**src/rtl/vga_timing_pkg.sv**
```systemverilog
// ---------------------------------------------------------------------------
// vga_timing_pkg
// Shared definitions for the VGA raster timing generator:
//   - region_e     : per-axis raster region (ACTIVE, FRONT, SYNC, BACK)
//   - DEF_*        : default 640x480 @ 60 Hz timing constants
//   - calc_total() : line/frame length from the four segment widths
//   - region_of()  : region that a given counter position falls into
// ---------------------------------------------------------------------------
package vga_timing_pkg;

  typedef enum logic [1:0] {
    ACTIVE = 2'd0,
    FRONT  = 2'd1,
    SYNC   = 2'd2,
    BACK   = 2'd3
  } region_e;

  // Default 640x480 timing (pixels / lines)
  localparam int DEF_H_ACTIVE = 640;
  localparam int DEF_H_FRONT  = 16;
  localparam int DEF_H_SYNC   = 96;
  localparam int DEF_H_BACK   = 48;
  localparam int DEF_V_ACTIVE = 480;
  localparam int DEF_V_FRONT  = 10;
  localparam int DEF_V_SYNC   = 2;
  localparam int DEF_V_BACK   = 33;

  function automatic int calc_total(input int active_w, input int front_w,
                                    input int sync_w, input int back_w);
    return active_w + front_w + sync_w + back_w;
  endfunction

  // Region of an arbitrary position; lets a counter that does not reset to 0
  // (the lookahead counters) start with a consistent region state.
  function automatic region_e region_of(input int pos, input int active_w,
                                        input int front_w, input int sync_w);
    if (pos < active_w)                          return ACTIVE;
    else if (pos < active_w + front_w)           return FRONT;
    else if (pos < active_w + front_w + sync_w)  return SYNC;
    else                                         return BACK;
  endfunction

endpackage

```
**src/rtl/vga_axis_counter.sv**
```systemverilog
// ---------------------------------------------------------------------------
// vga_axis_counter
// One raster axis: a CW-bit position counter that wraps at TOTAL-1, plus the
// ACTIVE -> FRONT -> SYNC -> BACK -> ACTIVE region state machine.
//
// Ports:
//   clk       in   system clock
//   rst_n     in   synchronous active-low reset (count -> RESET_VAL)
//   adv_i     in   advance the counter by one position this edge
//   count_o   out  current position (registered)
//   region_o  out  region the axis enters at the coming edge (next state),
//                  so the parent can register its decoded outputs in step
//                  with count_o
//   wrap_o    out  count is at TOTAL-1 (an advance now wraps to 0)
// ---------------------------------------------------------------------------
module vga_axis_counter
  import vga_timing_pkg::*;
#(
  parameter int CW        = 10,
  parameter int ACTIVE_W  = DEF_H_ACTIVE,
  parameter int FRONT_W   = DEF_H_FRONT,
  parameter int SYNC_W    = DEF_H_SYNC,
  parameter int BACK_W    = DEF_H_BACK,
  parameter int RESET_VAL = 0
) (
  input  logic          clk,
  input  logic          rst_n,
  input  logic          adv_i,
  output logic [CW-1:0] count_o,
  output region_e       region_o,
  output logic          wrap_o
);

  localparam int TOTAL = calc_total(ACTIVE_W, FRONT_W, SYNC_W, BACK_W);

  // Last position of each region, all held at CW bits.
  localparam logic [CW-1:0] ACT_END = CW'(ACTIVE_W - 1);
  localparam logic [CW-1:0] FRT_END = CW'(ACTIVE_W + FRONT_W - 1);
  localparam logic [CW-1:0] SYN_END = CW'(ACTIVE_W + FRONT_W + SYNC_W - 1);
  localparam logic [CW-1:0] LAST    = CW'(TOTAL - 1);

  localparam logic [CW-1:0] RST_COUNT  = CW'(RESET_VAL);
  localparam region_e       RST_REGION = region_of(RESET_VAL, ACTIVE_W, FRONT_W, SYNC_W);

  logic [CW-1:0] count_q, count_d;
  region_e       region_q, region_d;
  logic          at_last;

  assign at_last = (count_q == LAST);

  // State register
  // NOTE: sequential state uses non-blocking assignments so every flop samples
  // pre-edge values regardless of process evaluation order.
  always_ff @(posedge clk) begin
    if (!rst_n) begin
      count_q  <= RST_COUNT;
      region_q <= RST_REGION;
    end else begin
      count_q  <= count_d;
      region_q <= region_d;
    end
  end

  // Next-state logic: the counter never produces a value >= TOTAL because it
  // is forced to 0 from LAST instead of incrementing.
  // NOTE: defaults at the top of every always_comb keep all paths assigned, so
  // no latch is inferred.
  always_comb begin
    count_d  = count_q;
    region_d = region_q;
    if (adv_i) begin
      count_d = at_last ? '0 : count_q + CW'(1);
      unique case (region_q)
        ACTIVE: if (count_q == ACT_END) region_d = FRONT;
        FRONT:  if (count_q == FRT_END) region_d = SYNC;
        SYNC:   if (count_q == SYN_END) region_d = BACK;
        BACK:   if (at_last)            region_d = ACTIVE;
      endcase
    end
  end

  // Outputs
  always_comb begin
    count_o  = count_q;
    region_o = region_d;
    wrap_o   = at_last;
  end

endmodule

```
**src/rtl/vga_timing_gen.sv**
```systemverilog
// ---------------------------------------------------------------------------
// vga_timing_gen
// Parametrised VGA raster timing generator. Coordinates advance only on
// pix_en, so the block can run from a fast system clock with a prescaled
// pixel rate. Every output is a flop, so x/y/hsync/vsync/de for a position
// change in the same clk cycle.
//
// Optional feature (macro VGA_TIMING_LOOKAHEAD_EN):
//   adds nx/ny, the position (x,y) will hold LEAD pix_en steps later.
//   Without the macro the lookahead counters and ports do not exist and
//   LEAD is ignored.
//
// Ports:
//   clk          in   system clock
//   rst_n        in   synchronous active-low reset
//   pix_en       in   pixel strobe; counters advance on edges where it is high
//   x, y         out  current position
//   hsync/vsync  out  sync pulses at HS_POL / VS_POL level
//   de           out  display enable (x < H_ACTIVE and y < V_ACTIVE)
//   line_start   out  one-clk pulse when x has just wrapped to 0
//   frame_start  out  one-clk pulse when (x,y) has just wrapped to (0,0)
//   nx, ny       out  lookahead position (macro only)
// ---------------------------------------------------------------------------
module vga_timing_gen
  import vga_timing_pkg::*;
#(
  parameter int H_ACTIVE = DEF_H_ACTIVE,
  parameter int H_FRONT  = DEF_H_FRONT,
  parameter int H_SYNC   = DEF_H_SYNC,
  parameter int H_BACK   = DEF_H_BACK,
  parameter int V_ACTIVE = DEF_V_ACTIVE,
  parameter int V_FRONT  = DEF_V_FRONT,
  parameter int V_SYNC   = DEF_V_SYNC,
  parameter int V_BACK   = DEF_V_BACK,
  parameter bit HS_POL   = 1'b0,
  parameter bit VS_POL   = 1'b0,
  parameter int CW       = 10,
  parameter int LEAD     = 1
) (
  input  logic          clk,
  input  logic          rst_n,
  input  logic          pix_en,
  output logic [CW-1:0] x,
  output logic [CW-1:0] y,
  output logic          hsync,
  output logic          vsync,
  output logic          de,
  output logic          line_start,
  output logic          frame_start
`ifdef VGA_TIMING_LOOKAHEAD_EN
  ,
  output logic [CW-1:0] nx,
  output logic [CW-1:0] ny
`endif
);

  logic    h_wrap, v_wrap, v_adv;
  region_e h_region, v_region;

  // Vertical axis moves by whole lines, on the pixel step that wraps x.
  assign v_adv = pix_en & h_wrap;

  vga_axis_counter #(
    .CW(CW), .ACTIVE_W(H_ACTIVE), .FRONT_W(H_FRONT),
    .SYNC_W(H_SYNC), .BACK_W(H_BACK), .RESET_VAL(0)
  ) u_h_axis (
    .clk(clk), .rst_n(rst_n), .adv_i(pix_en),
    .count_o(x), .region_o(h_region), .wrap_o(h_wrap)
  );

  vga_axis_counter #(
    .CW(CW), .ACTIVE_W(V_ACTIVE), .FRONT_W(V_FRONT),
    .SYNC_W(V_SYNC), .BACK_W(V_BACK), .RESET_VAL(0)
  ) u_v_axis (
    .clk(clk), .rst_n(rst_n), .adv_i(v_adv),
    .count_o(y), .region_o(v_region), .wrap_o(v_wrap)
  );

  // Decoded outputs are registered from the axes' next region so they line
  // up with the counter flops instead of trailing them by a cycle.
  logic hsync_q, hsync_d;
  logic vsync_q, vsync_d;
  logic de_q, de_d;
  logic line_start_q, line_start_d;
  logic frame_start_q, frame_start_d;

  always_comb begin
    hsync_d       = (h_region == SYNC) ? HS_POL : ~HS_POL;
    vsync_d       = (v_region == SYNC) ? VS_POL : ~VS_POL;
    de_d          = (h_region == ACTIVE) && (v_region == ACTIVE);
    // Strobes come from pix_en itself, so they drop to 0 on idle cycles.
    line_start_d  = pix_en & h_wrap;
    frame_start_d = pix_en & h_wrap & v_wrap;
  end

  always_ff @(posedge clk) begin
    if (!rst_n) begin
      hsync_q       <= ~HS_POL;
      vsync_q       <= ~VS_POL;
      de_q          <= 1'b1;
      line_start_q  <= 1'b0;
      frame_start_q <= 1'b0;
    end else begin
      hsync_q       <= hsync_d;
      vsync_q       <= vsync_d;
      de_q          <= de_d;
      line_start_q  <= line_start_d;
      frame_start_q <= frame_start_d;
    end
  end

  assign hsync       = hsync_q;
  assign vsync       = vsync_q;
  assign de          = de_q;
  assign line_start  = line_start_q;
  assign frame_start = frame_start_q;

`ifdef VGA_TIMING_LOOKAHEAD_EN
  // A second pair of axis counters started LEAD positions ahead and stepped
  // by the same pix_en; since LEAD < H_TOTAL the start point stays on line 0.
  logic    nx_wrap, ny_wrap, ny_adv;
  region_e nx_region, ny_region;

  assign ny_adv = pix_en & nx_wrap;

  vga_axis_counter #(
    .CW(CW), .ACTIVE_W(H_ACTIVE), .FRONT_W(H_FRONT),
    .SYNC_W(H_SYNC), .BACK_W(H_BACK), .RESET_VAL(LEAD)
  ) u_nx_axis (
    .clk(clk), .rst_n(rst_n), .adv_i(pix_en),
    .count_o(nx), .region_o(nx_region), .wrap_o(nx_wrap)
  );

  vga_axis_counter #(
    .CW(CW), .ACTIVE_W(V_ACTIVE), .FRONT_W(V_FRONT),
    .SYNC_W(V_SYNC), .BACK_W(V_BACK), .RESET_VAL(0)
  ) u_ny_axis (
    .clk(clk), .rst_n(rst_n), .adv_i(ny_adv),
    .count_o(ny), .region_o(ny_region), .wrap_o(ny_wrap)
  );
`endif

endmodule

```
**config.mk**
```make
export PLATFORM = sky130hd
export DESIGN_NAME = vga_timing_gen
export DESIGN_NICKNAME = d
export VERILOG_FILES = /design/src/rtl/vga_timing_pkg.sv /design/src/rtl/vga_axis_counter.sv /design/src/rtl/vga_timing_gen.sv
export SDC_FILE = /design/constraint.sdc
export NUM_CORES = 1
export LEC_CHECK = 0
export CORE_MARGIN = 1
export CORE_UTILIZATION = 54
export CTS_BUF_LIST = sky130_fd_sc_hd__clkbuf_16
export DETAILED_ROUTE_END_ITERATION = 6
export HOLD_SLACK_MARGIN = 0.06
export PLACE_DENSITY = 0.83
export RECOVER_POWER = 25
export SYNTH_ARGS = -nofsm -noshare
export SYNTH_HDL_FRONTEND = slang
export SYNTH_SLANG_ARGS = --single-unit
export TNS_END_PERCENT = 5
```
**constraint.sdc**
```tcl
create_clock -name clk -period 4.4 [get_ports clk]
set_input_delay 0.66 -clock clk [delete_from_list [all_inputs] [get_ports clk]]
set_output_delay 0.66 -clock clk [all_outputs]
set_load 0.1 [all_outputs]
```
### After elaboration in Yosys (flattened, before gate mapping)

Index checks and enable logic that the tools add are counted.

* reduce and logical (&&, ||, !) cells: 5
* shift-type cells: 0
* $lt $le $gt $ge: 0
* muxes and demuxes: 16
* bitwise operators: 2
* div/mod/pow operators: 0
* add/subtract/negate cells: 2
* eq/ne operators: 16
* multipliers: 0

Operator list (number)
* 10-bit == test (second input constant): 5
* 10-bit by 9-bit == test with 1-bit output (second input constant): 3
* 10-bit by 1-bit adder with 10-bit output (second input constant): 2
* 10-bit 2-to-1 mux: 2
* 2-bit 2-to-1 mux: 10
* 2-bit one-hot mux with 4 select lines: 2
* 2-bit == test (second input constant): 6
* 2-bit logical NOT: 4
* 2-bit by 1-bit == test with 1-bit output (second input constant): 2
* 1-bit AND: 2
* 1-bit 2-to-1 mux: 2
* 1-bit logical AND: 1

* bits in writable memories: 0
* memories: 0
* bits in read-only memories: 0
* latch bits: 0
* output and inout bits: 25
* input bits: 3
* logic and storage cells: 50
* flip-flop bits (word level): 29

### Longest topological paths before layout

* depth after elaboration: 6
* depth in mapped cells: 8
* gate-level depth less buffers: 7

### Cells and area by module

A second synthesis with hierarchy kept.

* cell total of the unflattened synthesis: 169
* area total of the unflattened synthesis: 1565.3 µm²

By module, submodules not included
* vga_axis_counter (u_h_axis): seq. area each 240.2 µm², area an instance 720.7 µm², cells each 78, instances 1
* vga_axis_counter (u_v_axis): seq. area each 240.2 µm², area an instance 691.9 µm², cells each 80, instances 1
* vga_timing_gen: seq. area each 100.1 µm², area an instance 152.6 µm², cells each 11, instances 1

### Worst setup path before layout

OpenSTA, ideal clock, no wires.

* kind: flip-flop to flip-flop
* start: register u_h_axis.count_q[0], in the netlist u_h_axis.count_o[0]
* end: register u_v_axis.count_q[7], in the netlist u_v_axis.count_o[7]
* arrival: 2.603 ns
* data required time: 4.279 ns
* stages on the path, launching flop included: 8
* path slack: 1.675 ns
* path through: dfxtp_1 > ha_1 > nand4_1 > or3_1 > buf_6 > nor4_1 > xnor2_1 > nor2_1

* cells in the longest elaborated chain, start to end: 2

Ends and longest elaborated chain
* start, declared: RTL line vga_axis_counter.sv:45 `logic [CW-1:0] count_q, count_d;`
* start signal, assigned: RTL line vga_axis_counter.sv:59 `count_q <= count_d;`
* 10-bit == test: RTL line vga_axis_counter.sv:49 `assign at_last = (count_q == LAST);`
* 1-bit AND: RTL line vga_timing_gen.sv:61 `assign v_adv = pix_en & h_wrap;`
* end signal, assigned: RTL line vga_axis_counter.sv:59
* end, declared: RTL line vga_axis_counter.sv:45

Every way passes these cells.
A chain may end at the register's enable or synchronous reset.

### Worst setup path in the final report

* start: input port pix_en
* end: register de_q, in the netlist de

* cells in the longest elaborated chain, start to end: 4
* elaborated cells on any way between the ends: 6
* those cells by class: mux: 2; bitwise: 1; reduce/logical: 3

Ends and longest elaborated chain
* start, declared: RTL line vga_timing_gen.sv:42 `input logic pix_en,`
* 1-bit AND: RTL line vga_timing_gen.sv:61
* 2-bit 2-to-1 mux: RTL line vga_axis_counter.sv:71 `if (adv_i) begin`
* 2-bit logical NOT: RTL line vga_timing_gen.sv:90 `de_d = (h_region == ACTIVE) && (v_region == ACTIVE);`
* 1-bit logical AND (*): RTL line vga_timing_gen.sv:90
* end signal, assigned: RTL line vga_timing_gen.sv:100 `de_q <= 1'b1;`
* end signal, assigned: RTL line vga_timing_gen.sv:106 `de_q <= de_d;`
* end, declared: RTL line vga_timing_gen.sv:83 `logic de_q, de_d;`

Mark *: on every way between the ends. The rest lies on a longest branch, timed or not.

==> results.cfg <==
[yosys]
synth_edf_count = 0
synthCells = 160
syn-num-nets = 167
synth_seq_area_share = 0.415
ys_seq_elements = 29
async_flop_share = 0
synth_top_area_share = 0.415
synth_area_um2 = 1400
synthFlopType = dfxtp_1
synth.area.top_cells = dfxtp_1, nor2_1, xor2_1
yosys_warnings = 0
syn_area_per_cell_um2 = 8.74
yosys.area.top_type = dfxtp_1
ys_types = 38

[die]
dieArea_um2 = 2800
die_x_um = 52.9
rows = 18
start_util = 0.570
die_h_um = 52.9
num_io_pins = 28
core_um2 = 2450

[drt]
viasPerCell = 5.65
vias = 1249
ant_nets = 0
first_iter_violations = 24
first_pass_iters = 4
drcViolationCount = 0
routedWlPerCell_um = 14.4
drt_wl_total_um = 3180

[power]
p_sw_uw = 139
powerDensity_nw_per_um2 = 338
p_seq_frac = 0.433
power_frac_clock = 0.520
internal-power_uw = 478
swShare = 0.226
pwr-share-comb = 0.046
p_leak_nw = 0.654
finalPower_uw = 618
ir_worst_vdd_v = 0.000398

[place]
io_buffers = 27
numPlacedInstances = 213
place_hpwl_um = 2170
gp_congestion = 0.906

[global_route]
grt_first_pass_wirelength_um = 5200
grt_max_degree = 14
grt_pass1_vias = 1142
grt_usage = 0.259
grt_antenna_before_repair = 0
grt.overflow.total = 0

[setup_path]
worst-path-buf-inv = 2
cp_top_family = buffers and inverters
critPathArrivalTime_ns = 2.98
path_cells = dlygate4sd3_1 -> nand4_1 -> nor3_1 -> clkbuf_1 -> a21bo_2 -> a32oi_1 -> o41ai_1
required_ns = 4.56
endpoint_kind = flip-flop
cp_slowest_stage_delay_ns = 0.68
worst_setup_path_start_kind = primary input
cpMaxStageDelayCell = dlygate4sd3_1
critPathKind = primary input to flip-flop
cp_max_fo = 13

[clocking]
cts_htree_levels = 2
clkLatencyLatePin_ns = 0.27
clock_path_buffers = 2
cts_hold_buf = 0
cts.sink_count = 29
cts-root-buf = clkbuf_16
postCtsSetupBuffers = 0
numCtsBuffers = 5
cts_tree = built
cts_resized = 0
clk_pin_slew_worst_paths_ns = 0.05

[sta]
finalSetupViolCount = 0
period_share = 0.641
rsz0062_at_grt = no
maxSlewViolCount = 0
finalSetupTns_ns = 0
max_freq_ghz = 0.355
maxSlewHeadroom = 0.337
holdWs_ns = 0.534
hold_viol = 0
fin_worst_skew_ns = 0.00452
tightest_slew_ns = 0.991
fin_crit_ns = 2.82

[cells_and_area]
antenna_cells = 0
nets = 197
drive_gt1_frac = 0.0733
layout_common_cells = dfxtp_1, clkdlybuf4s50_1, nor2_1
final_common_cell = dfxtp_1
layoutNonFillerInstCount = 221
area_growth_pct = 30.5

[worst_hold_path]
hp-class = flip-flop to flip-flop

[run_status]
status = complete, no violations

[flow_run]
cap_violations = 0
layer usage:
metal | GRT usage | up-vias | share of wire
met5 | 0 | - | 0
met4 | 0.105 | 0 | 0.022
li1 | - | 627 | -
met2 | 0.409 | 33 | 0.49
met3 | 0.0862 | 9 | 0.045
met1 | 0.322 | 580 | 0.44
kinds of logic after synthesis:
| group | synth area share |
|---|---|
| XOR/XNOR | 0.106 |
| adder cells (fa/ha/maj) | 0.0358 |
| flip-flops | 0.415 |
| AO/OA/AOI/OAI | 0.0841 |
| buffers and inverters | 0.0304 |
| AND/OR/NAND/NOR | 0.328 |
path summary, 6_finish.rpt:
path	start	to	slack, ns	cells after the start
min reg2reg	u_h_axis.count_o[1]	u_h_axis.count_o[1]	0.53	2
max	pix_en	de	1.58	7
max reg2reg	u_h_axis.count_o[0]	de	2.05	7
min	u_h_axis.count_o[1]	u_h_axis.count_o[1]	0.53	2
state kept, by name, summed over array words and instances, names as in the netlist:
signal and cells:
u_h_axis.count_o 10, u_v_axis.count_o 10, u_h_axis.region_q 2, u_v_axis.region_q 2, de 1, frame_start 1
hsync 1, line_start 1, vsync 1
per-stage QoR:
stage	worst slack, ns	utilization	cell area [um^2]
floorplan	1.68	-	1400
global placement	1.74	0.687	1690
detailed placement	1.64	0.687	1690
CTS	1.78	0.745	1830
global route	1.39	0.744	1830
finish	1.58	0.744	1830
cell type report:
type / count / area [um^2]
timing repair buffer: 28 / 274
sequential: 29 / 581
clock inverter: 3 / 17.5
multi-input combinational: 122 / 776
fill: 184 / 629
inverter: 4 / 15.0
clock buffer: 5 / 125
tap: 30 / 37.5
cell usage after synthesis, types with 3 or more instances:
| master | count |
|---|---|
| a31oi_1 | 3 |
| clkbuf_1 | 3 |
| nand2b_1 | 3 |
| dfxtp_1 | 29 |
| ha_1 | 4 |
| nor3_1 | 3 |
| nor4_1 | 3 |
| nand3_1 | 7 |
| nand3b_1 | 3 |
| a21oi_1 | 3 |
| nand2_1 | 13 |
| xnor2_1 | 7 |
| inv_1 | 4 |
| and2_1 | 6 |
| nor2_1 | 24 |
| and3_1 | 4 |
| nand4_1 | 6 |
| xor2_1 | 10 |
| nor4b_1 | 3 |
worst reg2reg max path: cells and delay by family, from the launching register on:
kind,cells,cell delay (ns)
and+or+nand+nor,2,0.46
adders and majority gates,1,0.22
AOI/OAI and AO/OA,3,0.71
buffers and inverters,1,0.45
DFF,1,0.41
power groups by stage:
stage / combinational, mW / clock, mW / sequential [mW]
final: 0.0286 / 0.321 / 0.268
after global routing: 0.0302 / 0.338 / 0.268
after CTS: 0.0290 / 0.325 / 0.268
after detailed placement: 0.0290 / 0 / 0.273
after global placement: 0.0282 / 0 / 0.273
after floorplan: 0.00695 / 0 / 0.286
Note: power is estimated with default switching activity, not from simulation.
